## src/rtl/ghost_ram_loader.sv

```systemverilog
// Ghost sprite RAM write-side feeder: unpacks 32-bit MMIO words into one pixel write per clock.
// Optional build macro SKIP_TRANSPARENT_EN suppresses writes of TRANSPARENT_COLOR pixels.
module ghost_ram_loader #(
  parameter int ADDR_WIDTH        = 13,
  parameter int DATA_WIDTH        = 3,
  parameter int TRANSPARENT_COLOR = 0
) (
  input  logic                  clk,
  input  logic                  reset,
  input  logic                  s_valid,
  output logic                  s_ready,
  input  logic                  s_op,
  input  logic [31:0]           s_data,
  output logic                  ram_we,
  output logic [ADDR_WIDTH-1:0] ram_addr_w,
  output logic [DATA_WIDTH-1:0] ram_din,
  output logic [ADDR_WIDTH-1:0] wr_addr,
  output logic                  busy,
  output logic                  word_done
);

  localparam int PIX_PER_WORD = 32 / DATA_WIDTH;
  localparam int CNT_W        = (PIX_PER_WORD > 1) ? $clog2(PIX_PER_WORD) : 1;
  localparam logic [DATA_WIDTH-1:0] KEY_COLOR = DATA_WIDTH'(TRANSPARENT_COLOR);
`ifdef SKIP_TRANSPARENT_EN
  localparam logic SKIP_EN = 1'b1;
`else
  localparam logic SKIP_EN = 1'b0;
`endif

  typedef enum logic {
    IDLE   = 1'b0,
    UNPACK = 1'b1
  } state_t;

  state_t                state_q, state_d;
  logic [31:0]           shift_q, shift_d;
  logic [CNT_W-1:0]      cnt_q, cnt_d;
  logic [ADDR_WIDTH-1:0] wr_addr_q, wr_addr_d;
  logic                  word_done_q, word_done_d;
  logic                  last_pix;
  logic                  key_hit;
  logic                  skip_px;

  assign last_pix = (cnt_q == CNT_W'(PIX_PER_WORD - 1));
  assign key_hit  = (shift_q[DATA_WIDTH-1:0] == KEY_COLOR);
  assign skip_px  = key_hit & SKIP_EN;

  // Write port is decoded from registered state only; no path from s_* inputs.
  assign s_ready    = (state_q == IDLE);
  assign busy       = (state_q == UNPACK);
  assign ram_we     = (state_q == UNPACK) && !skip_px;
  assign ram_addr_w = wr_addr_q;
  assign ram_din    = shift_q[DATA_WIDTH-1:0];
  assign wr_addr    = wr_addr_q;
  assign word_done  = word_done_q;

  always_comb begin
    state_d     = state_q;
    shift_d     = shift_q;
    cnt_d       = cnt_q;
    wr_addr_d   = wr_addr_q;
    word_done_d = 1'b0;
    case (state_q)
      IDLE: begin
        if (s_valid) begin
          if (s_op) begin
            wr_addr_d = s_data[ADDR_WIDTH-1:0];
          end else begin
            shift_d = s_data;
            cnt_d   = '0;
            state_d = UNPACK;
          end
        end
      end
      UNPACK: begin
        // Address advances even for skipped pixels and wraps silently.
        shift_d   = shift_q >> DATA_WIDTH;
        wr_addr_d = wr_addr_q + ADDR_WIDTH'(1);
        cnt_d     = cnt_q + CNT_W'(1);
        if (last_pix) begin
          state_d     = IDLE;
          word_done_d = 1'b1;
        end
      end
      default: state_d = IDLE;
    endcase
  end

  always_ff @(posedge clk) begin
    if (reset) begin
      state_q     <= IDLE;
      shift_q     <= '0;
      cnt_q       <= '0;
      wr_addr_q   <= '0;
      word_done_q <= 1'b0;
    end else begin
      state_q     <= state_d;
      shift_q     <= shift_d;
      cnt_q       <= cnt_d;
      wr_addr_q   <= wr_addr_d;
      word_done_q <= word_done_d;
    end
  end

endmodule
```

## config.mk

```make
export PLATFORM = sky130hd
export DESIGN_NAME = ghost_ram_loader
export DESIGN_NICKNAME = d
export VERILOG_FILES = /design/src/rtl/ghost_ram_loader.sv
export SDC_FILE = /design/constraint.sdc
export NUM_CORES = 1
export LEC_CHECK = 0
export BUFFER_PORTS_ARGS = -buffer_cell sky130_fd_sc_hd__buf_4
export CORE_UTILIZATION = 50
export DETAILED_ROUTE_END_ITERATION = 16
export GPL_TIMING_DRIVEN = 0
export PLACE_DENSITY = 0.76
export SLEW_MARGIN = 10
export SYNTH_ARGS = -nofsm -noshare
export SYNTH_HDL_FRONTEND = slang
export SYNTH_SLANG_ARGS = --single-unit
```

## constraint.sdc

```tcl
create_clock -name clk -period 2.46 [get_ports clk]
set_input_delay 0.123 -clock clk [delete_from_list [all_inputs] [get_ports clk]]
set_output_delay 0.123 -clock clk [all_outputs]
set_load 0.01 [all_outputs]
```

Word level (Yosys, flattened, before mapping)
Index checks and enable logic that the tools add are counted.
Word-level totals
  bits in registers: 51
  input port bits: 36
  output and inout port bits: 33
  word-level logic and storage cells: 29
Operators by class
  $add $sub $neg: 2
  equal/unequal tests: 4
  mux-type cells: 14
  bitwise operators: 1
  reductions and logical operators: 3
Operator list (count)
  32-bit 2-to-1 mux: 2
  32-bit one-hot mux with 2 select lines: 1
  13-bit 2-to-1 mux: 2
  13-bit one-hot mux with 2 select lines: 1
  13-bit by 1-bit adder with 13-bit output (second input constant): 1
  4-bit 2-to-1 mux: 2
  4-bit one-hot mux with 2 select lines: 1
  4-bit by 1-bit adder with 4-bit output (second input constant): 1
  4-bit equality test (second input constant): 1
  1-bit 2-to-1 mux: 4
  2-bit != test (second input constant): 2
  2-bit AND reduction: 2
  2-bit by 1-bit != test with 1-bit output (second input constant): 1
  1-bit one-hot mux with 2 select lines: 1
  2-bit OR reduction: 1
  1-bit inverter: 1

Logic depth before layout (Yosys ltp)
Gate-level depths: netlist (run 1).
  depth in word-level cells: 3
  gate-level depth with buffers: 7
  gate-level depth less buffers: 5

Worst setup path before layout (run 1)
OpenSTA, ideal clock, no wires.
  kind: reg-to-reg
  from: register wr_addr_q[0] (netlist: ram_addr_w[0])
  to: register wr_addr_q[10] (netlist: ram_addr_w[10])
  data arrival time: 1.426 ns
  required time: 2.393 ns
  slack: 0.967 ns
  cell stages (with the launch flop): 6
  path buffers: 0
  clock period less this slack: 1.493 ns
  cell sequence: dfxtp_1 ha_1 nand4_1 or3_1 a2bb2oi_1 a21oi_2
Between the ends
  longest elaborated chain between the ends: 2
Ends and longest elaborated chain
  start, declared: line 39  | logic [ADDR_WIDTH-1:0] wr_addr_q, wr_addr_d;
  start signal, assigned: line 101  | wr_addr_q <= wr_addr_d;
  13-bit by 1-bit adder with 13-bit output: line 79  | wr_addr_d = wr_addr_q + ADDR_WIDTH'(1);
  13-bit one-hot mux with 2 select lines: line 64  | case (state_q)
No other way between the ends.
A chain may end at the register's enable or synchronous reset.

Worst setup path in the final report (run 1)
  from: register wr_addr_q[0] (netlist: ram_addr_w[0])
  to: register wr_addr_q[12] (netlist: ram_addr_w[12])
Same word-level chain as after synthesis.

==> impl_metrics.json, run 1 <==
{
  "gp_congestion": 0.891,
  "route.detailed.drc": 0,
  "syn-num-nets": 319,
  "crit_path_max_fanout": 7,
  "worst-endpoint-required_ps": 2650,
  "p_switching_uw": 490,
  "yosysMostFrequentCell": "sky130_fd_sc_hd__dfxtp_1",
  "met2WireLength_mm": 2.92,
  "rr_worst_depth": 5,
  "rsz_0062_raised_after_global_routing": "false",
  "hold_path_cells": 3,
  "cts_buffer_count": 5,
  "regToRegStartpoint": "ram_addr_w[0]$_SDFFE_PP0P_",
  "grt.overflow.total": 0,
  "pwr-share-seq_pct": 51.2,
  "fmax_mhz": 558,
  "crit_end_element": "flop",
  "path_class": "flop to flop",
  "yosysTopAreaCell": "sky130_fd_sc_hd__dfxtp_1",
  "hold_path.startpoint": "s_data[4]",
  "antenna_violations_before_repair": 0,
  "reg2reg_to": "ram_addr_w[12]$_SDFFE_PP0P_",
  "dr_total_vias": 2331,
  "start_util_pct": 53.1,
  "syn-cell-area_sq_um": 2570,
  "power.static_leakage_nw": 1.37,
  "yosys_most_used_dff": "sky130_fd_sc_hd__dfxtp_1",
  "run_status": "finished, final reports clean",
  "antennaDiodeCount": 0,
  "report.final.setup_viol": 0,
  "final_layout_size_suffix_gt1_share_pct": 29.2,
  "worstSetupStartpointType": "flop",
  "die_w_um": 73.8,
  "post_layout_nonfiller_instances": 420,
  "area.growth.synth_to_final_pct": 26.1,
  "vias_per_cell": 5.55,
  "postCtsSetupRepairBufs": 0,
  "total_grt_usage_pct": 25.0,
  "finalNetCount": 391,
  "routed_wl_mm": 6.18,
  "starting_drc_count_in_detailed_routing": 140,
  "worstMarginPinSlew_ps": 538,
  "post_cts.resized_instances": 0,
  "ys_top_cells_by_count": "51 x sky130_fd_sc_hd__dfxtp_1, 45 x sky130_fd_sc_hd__nor2_1, 35 x sky130_fd_sc_hd__a211oi_1, 33 x sky130_fd_sc_hd__mux2i_1, 20 x sky130_fd_sc_hd__buf_4",
  "placementRows": 25,
  "worst-path-buf-inv": 0,
  "cts_hold_buffers": 0,
  "synthCells": 280,
  "min_delay_worst_endpoint": "ram_addr_w[4]$_SDFFE_PP0P_",
  "holdCritPathClass": "input port to flop",
  "detailed_placement_wirelength_estimate_mm": 4.59,
  "die-area_sq_um": 5440,
  "clk_pin_slew_worst_paths_ps": 90,
  "cts-root-to-sink-buffers": 2,
  "antenna_violating_nets_post_route": 0,
  "cp_slowest_cell": "sky130_fd_sc_hd__dfxtp_1",
  "first_global_vias": 2240,
  "maximum_number_of_pins_on_one_net_before_global_route_repair": 15,
  "power.internal_mw": 1.34,
  "final_tns_setup_ps": 0,
  "slew_headroom_pct": 64.1,
  "final.min_clock_period_ps": 1790,
  "floorplan.die.height_um": 73.8,
  "power_frac_comb_pct": 20.2,
  "drv.max_cap_violation_count": 0,
  "async_reset_ff_share_pct": 0,
  "postLayoutCoreUtil_pct": 67.0,
  "timing.final.hold_violations": 0,
  "synth_sequential_area_ratio_pct": 39.7,
  "power.share.switching_pct": 26.8,
  "crit_path_max_incr_delay_ps": 470,
  "timing.hold.ws_ps": 92.8,
  "finalInstanceArea_sq_um": 3250,
  "clock_sinks": 51,
  "synthesis.area_per_instance_sq_um": 9.20,
  "wire_length_of_the_first_global_routing_pass_mm": 10.4,
  "numPlacedInstances": 412,
  "synth-edff-count": 0,
  "number_of_unique_standard_cell_types_used_by_synthesis": 43,
  "synthTopCellsByArea": "sky130_fd_sc_hd__dfxtp_1 40%, sky130_fd_sc_hd__mux2i_1 13%, sky130_fd_sc_hd__a211oi_1 10%",
  "synth_largest_type_area_fraction_pct": 39.7,
  "power_density_nw_per_um2": 564,
  "ys_seq_elements": 51,
  "critical-path-top-delay-family": "simple AND/OR/NAND/NOR gates",
  "met3RoutedLength_um": 502,
  "ratio_of_final_minimum_period_to_clock_period_pct": 72.9,
  "tritoncts": "yes",
  "clockRootBuffer": "sky130_fd_sc_hd__clkbuf_8",
  "drt_pass1_iterations": 4,
  "port_buffers": 65,
  "crit_path_cell_trace": "ha_1, nand4_1, nor4_2, a211oi_1, a311oi_1",
  "timing.reg2reg.setup_slack_ps": 670,
  "wl_met1_mm": 2.64,
  "routed_wire_length_per_instance_um": 14.7,
  "place_area_sq_um": 3150,
  "io-pin-count": 69,
  "htree_levels": 2,
  "worstSetupPathDepth": 5,
  "p_clk_share_pct": 28.6,
  "worst_ep_arrival_time_ps": 1990,
  "vdd_drop_max_v": 0.000301,
  "finClkSkew_ps": 4.53,
  "core_ar_sq_um": 4850,
  "clk_latency_ps": 300,
  "synth_warnings": 0,
  "slew_violations": 0,
  "top_layer": "met4"
}
[per-stage QoR]
step | power (mW) | worst slack, ps
after floorplan | 1.17 | 967
after global placement | 1.32 | 780
after detailed placement | 1.33 | 701
after CTS | 1.84 | 655
after global routing | 1.92 | 528
final | 1.83 | 666
[cell usage in the layout, fill, tap and decap left out, types with 3 or more instances in the layout]
cell type	count
sky130_fd_sc_hd__ha_1	3
sky130_fd_sc_hd__a21oi_1	6
sky130_fd_sc_hd__inv_1	4
sky130_fd_sc_hd__a311oi_1	4
sky130_fd_sc_hd__nor2_1	45
sky130_fd_sc_hd__o21ai_0	5
sky130_fd_sc_hd__a211oi_1	35
sky130_fd_sc_hd__buf_4	85
sky130_fd_sc_hd__buf_12	3
sky130_fd_sc_hd__nand2_1	7
sky130_fd_sc_hd__nor3_1	10
sky130_fd_sc_hd__nor4_1	3
sky130_fd_sc_hd__nand3_1	6
sky130_fd_sc_hd__mux2i_1	33
sky130_fd_sc_hd__dfxtp_1	51
sky130_fd_sc_hd__clkbuf_8	7
sky130_fd_sc_hd__clkbuf_1	14
[metal layers]
metal	vias up	track usage, %
li1	1143	-
met1	1059	30.7
met2	115	42.4
met3	14	5.62
met4	0	9.83
met5	-	0
[worst max-delay path by stage]
stage | start | end | slack (ps)
after CTS | ram_addr_w[0]$_SDFFE_PP0P_ | ram_addr_w[12]$_SDFFE_PP0P_ | 650
after global placement | ram_addr_w[0]$_SDFFE_PP0P_ | ram_addr_w[12]$_SDFFE_PP0P_ | 780
after floorplan | ram_addr_w[0]$_SDFFE_PP0P_ | ram_addr_w[10]$_SDFFE_PP0P_ | 970
after global routing | ram_addr_w[0]$_SDFFE_PP0P_ | ram_addr_w[12]$_SDFFE_PP0P_ | 530
final | ram_addr_w[0]$_SDFFE_PP0P_ | ram_addr_w[12]$_SDFFE_PP0P_ | 670
after detailed placement | ram_addr_w[0]$_SDFFE_PP0P_ | ram_addr_w[12]$_SDFFE_PP0P_ | 700
[worst min-delay path, stage by stage]
cell                       delay, ps
sky130_fd_sc_hd__buf_4            90
sky130_fd_sc_hd__a221oi_1         70
sky130_fd_sc_hd__nor2_1           80
[cell type report]
| type | count | area, sq um |
|---|---|---|
| Fill cell | 406 | 1600 |
| Multi-Input combinational cell | 185 | 1250 |
| Sequential cell | 51 | 1020 |
| Timing Repair Buffer | 65 | 488 |
| Buffer | 39 | 287 |
| Clock buffer | 8 | 100 |
| Tap cell | 67 | 83.8 |
| Inverter | 5 | 18.8 |
[cell families (layout without fill, tap and decap cells)]
group | after synthesis | count (layout) | share of synthesized area, %
buf+inv | 44 | 117 | 11.9
flops | 51 | 51 | 39.7
fa+ha+maj | 3 | 3 | 1.46
mux | 34 | 34 | 13.3
compound gates | 62 | 62 | 17.4
simple gates | 85 | 85 | 16.0
xor+xnor | 1 | 1 | 0.340
[flip-flops by register name, indices dropped and copies added, names as in the netlist]
register,cells
word_done,1
shift_q,32
cnt_q,4
busy,1
ram_addr_w,13
[power groups by stage]
stage	combinational, mW	clock (mW)	sequential (mW)
floorplan	0.225	0	0.949
global placement	0.363	0	0.954
detailed placement	0.370	0	0.956
CTS	0.372	0.537	0.936
global route	0.410	0.566	0.945
finish	0.369	0.523	0.937
No activity file was read; power rests on OpenSTA's default activity.
==> inputs of run 2 (changes only) <==
==> constraint.sdc (replaced) <==
create_clock -name clk -period 1.79 [get_ports clk]
set_input_delay 0.0895 -clock clk [delete_from_list [all_inputs] [get_ports clk]]
set_output_delay 0.0895 -clock clk [all_outputs]
set_load 0.01 [all_outputs]
==> run 2 against run 1 <==
Effect of this change: clock power is 38% higher; critical path depth fell by 1; flip-flop and latch count is the same; via count rose by 0.34%.
==> impl_metrics.json, run 2 (synthesis gave the netlist of run 1 again) <==
{
  "place_area_sq_um": 3150,
  "regToRegStartpoint": "ram_addr_w[0]$_SDFFE_PP0P_",
  "dr_total_vias": 2339,
  "final.min_clock_period_ps": 1670,
  "first_global_vias": 2240,
  "post_layout_nonfiller_instances": 421,
  "crit_path_cell_trace": "buf_4, inv_2, clkbuf_1, buf_4",
  "p_switching_uw": 678,
  "antennaDiodeCount": 0,
  "dp_worst_setup_slack_ps": 31.2,
  "timing.final.hold_violations": 0,
  "cts_buffer_count": 5,
  "clk_pin_slew_worst_paths_ps": 90,
  "drv.max_cap_violation_count": 0,
  "finalInstanceArea_sq_um": 3260,
  "power.static_leakage_nw": 1.38,
  "fmax_mhz": 598,
  "detailed_placement_wirelength_estimate_mm": 4.59,
  "total_power_mw": 2.52,
  "report.final.setup_viol": 0,
  "clockRootBuffer": "sky130_fd_sc_hd__clkbuf_8",
  "clk_latency_ps": 300,
  "worst-endpoint-required_ps": 1700,
  "largest_reg_flops": 32,
  "route.detailed.drc": 0,
  "worst_ep_arrival_time_ps": 1580,
  "io-pin-count": 69,
  "timing.hold.ws_ps": 57.8,
  "worst-path-buf-inv": 4,
  "power.share.switching_pct": 26.9,
  "grt.overflow.total": 0,
  "final_tns_setup_ps": 0,
  "layout_commonest_cell": "sky130_fd_sc_hd__buf_4",
  "critical-path-top-delay-family": "buffers and inverters",
  "cts-root-to-sink-buffers": 2,
  "worstSetupStartpoint": "busy$_SDFF_PP0_",
  "routed_wl_mm": 6.22,
  "crit_end_element": "primary output",
  "numPlacedInstances": 412,
  "start_util_pct": 53.1,
  "final_critical_path_setup_slack_ps": 119,
  "power_density_nw_per_um2": 774,
  "postLayoutCoreUtil_pct": 67.2,
  "p_clk_share_pct": 28.7,
  "hold_path.startpoint": "s_data[4]",
  "placementRows": 25,
  "port_buffers": 65,
  "area.growth.synth_to_final_pct": 26.5,
  "wire_length_of_the_first_global_routing_pass_mm": 10.4,
  "maximum_number_of_pins_on_one_net_before_global_route_repair": 15,
  "tritoncts": "yes",
  "registers.top_by_ff_count": "shift_q",
  "htree_levels": 2,
  "routed_wire_length_per_instance_um": 14.8,
  "finClkSkew_ps": 4.18,
  "crit_path_max_fanout": 10,
  "finalNetCount": 392,
  "run_status": "finished, final reports clean",
  "pwr-share-seq_pct": 51.2,
  "rsz_0062_raised_after_global_routing": "false",
  "critical-path-top-cell-by-count": "sky130_fd_sc_hd__buf_4",
  "starting_drc_count_in_detailed_routing": 162,
  "worstMarginPinSlew_ps": 541,
  "die_w_um": 73.8,
  "clock_sinks": 51,
  "worstSetupStartpointType": "flop",
  "core_ar_sq_um": 4850,
  "floorplan.die.height_um": 73.8,
  "most-common-layout-cells": "86 x sky130_fd_sc_hd__buf_4, 49 x sky130_fd_sc_hd__dfxtp_1, 45 x sky130_fd_sc_hd__nor2_1",
  "antenna_violations_before_repair": 0,
  "slew_violations": 0,
  "power.internal_mw": 1.84,
  "cp_slowest_cell": "sky130_fd_sc_hd__clkbuf_1",
  "holdCritPathClass": "input port to flop",
  "final_layout_size_suffix_gt1_share_pct": 29.9,
  "crit_path_max_incr_delay_ps": 390,
  "total_grt_usage_pct": 25.0,
  "vdd_drop_max_v": 0.000415,
  "slew_headroom_pct": 63.9,
  "vias_per_cell": 5.56,
  "die-area_sq_um": 5440,
  "gp_congestion": 0.891,
  "ratio_of_final_minimum_period_to_clock_period_pct": 93.4,
  "path_class": "flop to primary output",
  "drt_pass1_iterations": 4,
  "antenna_violating_nets_post_route": 0,
  "power_frac_comb_pct": 20.2
}
[run 2: final timing paths]
kind,end,slack (ps),cells after the start
worst min register to register,shift_q[28]$_SDFFE_PP0P_,510,2
worst max register to register,ram_addr_w[12]$_SDFFE_PP0P_,140,5
worst min-delay path,ram_addr_w[4]$_SDFFE_PP0P_,60,3
worst max-delay path,s_ready,120,4
[run 2: timing repair]
action | CTS | global route
buffers inserted | 0 | 1
gates resized for setup | 0 | 2
setup endpoints to repair | 1 | 2
hold buffers | 0 | 0
pin swaps | 1 | 2
gates cloned | 0 | 0
[run 2: cell type report]
cell class / count / area, sq um
tap: 67 / 83.8
fill: 411 / 1590
multi-input combinational: 185 / 1250
buffer: 39 / 287
timing repair buffer: 66 / 495
inverter: 5 / 18.8
clock buffer: 8 / 100
sequential: 51 / 1020
[run 2: worst register-to-register path: cells and delay by family (launching register included)]
family,cells,cell delay (ps)
compound gates,2,350
fa+ha+maj,1,230
flops,1,410
simple gates,2,540
[run 2: layer usage]
metal	vias up	GRT usage [%]	wire length [um]
met4	0	9.83	61
met2	109	42.4	2980
met5	-	0	0
li1	1146	-	-
met1	1075	30.7	2730
met3	9	5.62	454
[run 2: power groups by stage]
stage | clock, mW | sequential, mW | combinational [mW]
final | 0.722 | 1.29 | 0.509
after global routing | 0.778 | 1.30 | 0.563
after CTS | 0.738 | 1.29 | 0.511
after detailed placement | 0 | 1.31 | 0.508
after global placement | 0 | 1.31 | 0.499
after floorplan | 0 | 1.30 | 0.310
